[src/rtl/apb_completer_regfile.sv]
// apb_completer_regfile
//   APB3/APB4 completer holding a bank of 32-bit registers with a configurable
//   number of PREADY-low wait states. Register 0 is a read-only ID word; the
//   rest are byte-strobed read/write and clear on reset.
// Ports
//   PCLK, PRESET          : clock, synchronous active-high reset
//   PSEL, PENABLE, PWRITE : APB control
//   PADDR                 : byte address (word index = PADDR[2 +: clog2(NUM_REGS)])
//   PWDATA, PSTRB         : write data and byte strobes (sampled at commit)
//   PRDATA                : read data, valid while PREADY=1 on a read
//   PREADY, PSLVERR       : transfer complete / error response
module apb_completer_regfile #(
    parameter int          ADDR_WIDTH  = 32,
    parameter int          DATA_WIDTH  = 32,
    parameter int          NUM_REGS    = 16,
    parameter int          WAIT_STATES = 1,
    parameter logic [31:0] ID_VALUE    = 32'hA9B0_0001
) (
    input  logic                      PCLK,
    input  logic                      PRESET,
    input  logic                      PSEL,
    input  logic                      PENABLE,
    input  logic                      PWRITE,
    input  logic [ADDR_WIDTH-1:0]     PADDR,
    input  logic [DATA_WIDTH-1:0]     PWDATA,
    input  logic [DATA_WIDTH/8-1:0]   PSTRB,
    output logic [DATA_WIDTH-1:0]     PRDATA,
    output logic                      PREADY,
    output logic                      PSLVERR
);

    localparam int IDX_W  = (NUM_REGS > 1) ? $clog2(NUM_REGS) : 1;
    localparam int NBYTES = DATA_WIDTH / 8;

    typedef enum logic {IDLE, ACCESS} state_t;

    state_t                  state, state_nxt;
    logic [2:0]              wait_cnt;
    logic [IDX_W-1:0]        idx_q;
    logic                    write_q;
    logic                    err_q;
    logic [DATA_WIDTH-1:0]   regs [NUM_REGS];

    // Address decode on the live bus; only used at the setup-capture edge.
    logic [IDX_W-1:0]        idx_in;
    logic                    upper_nz;
    logic                    err_in;
    logic [DATA_WIDTH-1:0]   rd_val;
    logic                    setup;
    logic                    complete;

    assign idx_in = PADDR[2 +: IDX_W];

    generate
        if (ADDR_WIDTH > 2 + IDX_W) begin : g_upper
            assign upper_nz = |PADDR[ADDR_WIDTH-1:2+IDX_W];
        end else begin : g_no_upper
            assign upper_nz = 1'b0;
        end
    endgenerate

    assign err_in = (|PADDR[1:0]) || upper_nz || (32'(idx_in) >= NUM_REGS)
                 || (PWRITE && (idx_in == '0));

    // Register 0 storage is never written; the ID word is muxed in here.
    assign rd_val = (idx_in == '0) ? DATA_WIDTH'(ID_VALUE) : regs[idx_in];

    assign setup    = (state == IDLE) && PSEL && !PENABLE;
    assign complete = (state == ACCESS) && PSEL && PENABLE && (wait_cnt == 3'd0);

    // FSM: state register
    always_ff @(posedge PCLK) begin
        if (PRESET) state <= IDLE;
        else        state <= state_nxt;
    end

    // FSM: next state
    always_comb begin
        state_nxt = state;
        case (state)
            IDLE:   if (setup) state_nxt = ACCESS;
            ACCESS: if (!PSEL || complete) state_nxt = IDLE;
            default: state_nxt = IDLE;
        endcase
    end

    // FSM: outputs, decoded from registers only
    always_comb begin
        PREADY  = (state == ACCESS) && (wait_cnt == 3'd0);
        PSLVERR = PREADY && err_q;
    end

    // Transfer context and read data
    always_ff @(posedge PCLK) begin
        if (PRESET) begin
            wait_cnt <= 3'd0;
            idx_q    <= '0;
            write_q  <= 1'b0;
            err_q    <= 1'b0;
            PRDATA   <= '0;
        end else begin
            case (state)
                IDLE: begin
                    if (setup) begin
                        idx_q    <= idx_in;
                        write_q  <= PWRITE;
                        err_q    <= err_in;
                        wait_cnt <= 3'(WAIT_STATES);
                        PRDATA   <= (err_in || PWRITE) ? '0 : rd_val;
                    end
                end
                ACCESS: begin
                    if (!PSEL) begin
                        wait_cnt <= 3'd0;
                        PRDATA   <= '0;
                    end else if (wait_cnt != 3'd0) begin
                        wait_cnt <= wait_cnt - 3'd1;
                    end else if (PENABLE) begin
                        PRDATA   <= '0;
                    end
                end
                default: ;
            endcase
        end
    end

    // Register bank; err_q guarantees idx_q != 0 on a committed write
    always_ff @(posedge PCLK) begin
        if (PRESET) begin
            for (int i = 0; i < NUM_REGS; i++) regs[i] <= '0;
        end else if (complete && write_q && !err_q) begin
            for (int b = 0; b < NBYTES; b++) begin
                if (PSTRB[b]) regs[idx_q][8*b +: 8] <= PWDATA[8*b +: 8];
            end
        end
    end

endmodule

[config.mk]
export PLATFORM = sky130hd
export DESIGN_NAME = apb_completer_regfile
export DESIGN_NICKNAME = d
export VERILOG_FILES = /design/src/rtl/apb_completer_regfile.sv
export SDC_FILE = /design/constraint.sdc
export NUM_CORES = 1
export LEC_CHECK = 0
export BUFFER_PORTS_ARGS = -buffer_cell sky130_fd_sc_hd__buf_4
export CAP_MARGIN = 20
export CORE_MARGIN = 5
export CORE_UTILIZATION = 45
export CTS_CLUSTER_SIZE = 8
export DETAILED_ROUTE_END_ITERATION = 16
export GPL_TIMING_DRIVEN = 1
export SLEW_MARGIN = 10
export SYNTH_ARGS = -nofsm -noshare
export SYNTH_HDL_FRONTEND = slang
export SYNTH_SLANG_ARGS = --single-unit
export TNS_END_PERCENT = 100
[constraint.sdc]
create_clock -name PCLK -period 3.35 [get_ports PCLK]
set_input_delay 0.67 -clock PCLK [delete_from_list [all_inputs] [get_ports PCLK]]
set_output_delay 0.67 -clock PCLK [all_outputs]
set_load 0.01 [all_outputs]
==> impl_metrics.toml <==
[place]
final_weighted_congestion_of_routability_driven_global_placement = 0.8341
place_hpwl_mm = 43.27
portBuffers = 106
placedInstanceArea_um2 = 26400

[setup_path]
start_kind = "flop"
ff2ff_setup_slack_ps = 650
critical_path_startpoint = "wait_cnt[0]$_SDFFE_PP0P_"
data_arrival_time_of_the_critical_path_ps = 2980
critPathCaptureType = "flop"
timing.critical_path.fanout_max = 16
crit_required_ps = 3630
rr_worst_depth = 8
regToRegEndpoint = "regs[12][27]$_SDFFCE_PN0P_"
worst_r2r_startpoint = "wait_cnt[0]$_SDFFE_PP0P_"
timing.setup.critical_path_class = "flop to flop"

[timing]
layout_min_cycle_time_ps = 2700
final-max-slew-violation-count = 0
final.setup_skew_ps = 24.51
maxSlewHeadroom_pct = 33.22
setup_violations = 0
maximum_clock_frequency_ghz = 0.3704
setup_tns_ps = 0
worst_tran_pin_value_ps = 996.3
final_hold_viol_count = 0
grt_setup_unrepaired = "no"
fin_crit_sh_pct = 80.60

[power_and_ir_drop]
peakVddDrop_mv = 0.4626
share_seq_of_total_power_pct = 48.6
pwr-share-clk_pct = 45.5
pwr-share-comb_pct = 5.9
p_total_mw = 15.89
p_leak_nw = 10.63
cellPowerDensity_nw_per_um2 = 555.4
power.share.switching_pct = 21.89
netSwitchingPower_mw = 3.478
internal_power_mw = 12.41

[floorplanning]
rows = 85
boundaryPins = 107
die-width_um = 243.9
floorplan.die_area_um2 = 59460
floorplan.initialDensity_pct = 45.55
die_height_um = 243.9
core_um2 = 54030

[synthesis]
arithmetic_cell_share_of_the_synthesized_area_counting_full_adders_half_adders_and_majority_gates_pct = 0.1017
yosys_warnings = 0
syn-cell-area_um2 = 24610
yosys.cell_types.count = 41
synthesis.area_per_instance_um2 = 15.14
yosys_most_used_dff = "sky130_fd_sc_hd__edfxtp_1"
xor_xnor_share_of_the_synthesized_area_pct = 0
synth-async-reset-ratio_pct = 0
synth_edf_count = 504
synth_seq_area_share_pct = 64.92
synth-compound-area-share_pct = 3.696
simple_gate_portion_of_the_synthesized_area_pct = 17.44
syn_nets = 1700
muxShareOfSynthArea_pct = 12.02
synth_seq_cells = 546
synth_top_family_by_area = "simple AND/OR/NAND/NOR gates"
synthesized_instance_count = 1625

[run]
maxCapViolCount = 0

[final_layout]
fraction_of_final_layout_cells_with_drive_strength_greater_than_1_pct = 26.26
finalNetCount = 1851
final_area_um2 = 28610
antenna_cells = 0
mostFrequentLayoutCells = "505 x sky130_fd_sc_hd__and2_1, 504 x sky130_fd_sc_hd__edfxtp_1, 159 x sky130_fd_sc_hd__buf_4, 120 x sky130_fd_sc_hd__mux4_2, 81 x sky130_fd_sc_hd__clkbuf_16"
register_area_um2 = 15980
filler_cell_count = 4451
layout.cells.most_common = "sky130_fd_sc_hd__and2_1"
multiInputGateArea_um2 = 8203
area_overhead_vs_synth_pct = 16.27

[worst_hold_path]
whs_path_depth = 3
min-delay-path-class = "primary input to flop"
min-delay-start = "PWRITE"
hold_path_end = "write_q$_SDFFE_PP0P_"

[global_route]
first_global_vias = 14697
grt-ovfl-total = 0
initial_antenna_violation_count = 1
grt_max_degree = 55
grt_usage_pct = 21.93
grt_first_pass_wirelength_mm = 96.99

[drt]
final_antenna_net_count = 0
final_routed_wirelength_mm = 65.18
drt_first_pass_iters = 5
residual_drc = 0
drt-vias-per-instance = 5.657
drt-wirelength-per-cell_um = 25.91
detailroute.via_count = 14233
initialDrtViolationCount = 1306

[clock_tree]
clk_pin_slew_worst_paths_ps = 50
post_cts.resized_instances = 0
cts_post_setup_buffers_inserted = 0
clkSinkCount = 546
tritoncts_clock_tree = "built"
total_cts_buffers = 78
cts.htree.levels = 3
clk_latency_ps = 610
clock_tree.buffer_depth = 3
cts.hold.buffers_added = 0
clockRootBuffer = "sky130_fd_sc_hd__clkbuf_16"

[status]
outcome = "finished clean"
==> state kept, by name, indices dropped and copies added (netlist names) <==
signal / flops
PRDATA: 32
err_q: 1
idx_q: 4
regs: 504
state: 1
wait_cnt: 3
write_q: 1
==> cells in the mapped netlist (all sizes together) (3+ instances only) <==
| cell | instances | area share, % |
|---|---|---|
| a21oi | 3 | 0.061 |
| buf | 32 | 0.71 |
| or2 | 65 | 1.7 |
| nand2 | 36 | 0.55 |
| o22ai | 46 | 1.2 |
| a22o | 8 | 0.28 |
| mux4 | 120 | 11 |
| nor4 | 10 | 0.36 |
| nand4 | 3 | 0.14 |
| a2bb2oi | 4 | 0.14 |
| o41ai | 23 | 1.4 |
| nor2b | 4 | 0.10 |
| inv | 10 | 0.15 |
| nor2 | 79 | 1.2 |
| o221ai | 12 | 0.43 |
| nand3 | 10 | 0.20 |
| and2 | 505 | 13 |
| a211oi | 4 | 0.12 |
| dfxtp | 42 | 3.4 |
| nand2b | 5 | 0.13 |
| edfxtp | 504 | 62 |
| clkbuf | 63 | 0.96 |
| mux2i | 11 | 0.45 |
| mux2 | 13 | 0.59 |
==> area by class of cell <==
cell class	instances	share of cell area (%)
Sequential cell	546	55.83
Inverter	10	0.1312
Multi-Input combinational cell	974	28.67
Clock buffer	118	7.570
Timing Repair Buffer	166	4.600
Tap cell	696	3.044
Clock inverter	6	0.1531
==> through the flow <==
| stage | std cells | utilization [%] | hold slack [ps] | setup slack, ps |
|---|---|---|---|---|
| 2_1_floorplan | 1625 | - | 452.6 | 995.0 |
| 3_3_place_gp | 2392 | 48.87 | 470.4 | 593.8 |
| 3_5_place_dp | 2392 | 48.87 | 484.1 | 577.7 |
| 4_1_cts | 2516 | 52.96 | 345.4 | 639.1 |
| 5_1_grt | 2516 | 52.96 | 377.3 | 455.5 |
| 6_report | 2516 | 52.96 | 373.4 | 649.9 |
==> layer usage <==
| metal | up-vias | share of wire (%) | GRT usage, % |
|---|---|---|---|
| li1 | 6362 | - | - |
| met1 | 7267 | 42 | 30.12 |
| met2 | 510 | 48 | 35.27 |
| met3 | 94 | 7.4 | 5.283 |
| met4 | 0 | 2.5 | 6.356 |
| met5 | - | 0 | 0 |
==> cell families (layout without fill, tap and decap cells) <==
logic type / Yosys count / count (layout)
and+or+nand+nor: 725 / 725
muxes: 144 / 144
adders and majority gates: 2 / 2
DFF: 546 / 546
AOI/OAI and AO/OA: 103 / 103
buffers and inverters: 105 / 300
==> power groups by stage <==
stage / clock network [mW] / registers (mW) / logic [mW]
after floorplan: 0 / 7.81 / 0.570
after global placement: 0 / 7.84 / 0.944
after detailed placement: 0 / 7.85 / 0.951
after CTS: 7.34 / 7.72 / 0.954
after global routing: 7.65 / 7.73 / 1.00
final: 7.23 / 7.72 / 0.943
==> critical path, cell delays in order (launching register included) <==
cell and delay, ps:
sky130_fd_sc_hd__dfxtp_1 290, sky130_fd_sc_hd__inv_1 80, sky130_fd_sc_hd__ha_1 150, sky130_fd_sc_hd__ha_1 280
sky130_fd_sc_hd__and3b_1 280, sky130_fd_sc_hd__nand3_1 120, sky130_fd_sc_hd__buf_4 230, sky130_fd_sc_hd__nor2_1 540
sky130_fd_sc_hd__or2_2 400
==> how the worst max path moves through the flow <==
stage                            endpoint  slack [ps]
6_report       regs[12][27]$_SDFFCE_PN0P_         650
5_1_grt        regs[12][27]$_SDFFCE_PN0P_         460
4_1_cts         regs[8][25]$_SDFFCE_PN0P_         640
3_5_place_dp           err_q$_SDFFE_PP0P_         580
3_3_place_gp   regs[12][31]$_SDFFCE_PN0P_         590
2_1_floorplan     PRDATA[21]$_SDFFE_PP0P_         990
(Power assumes the default switching activity.)
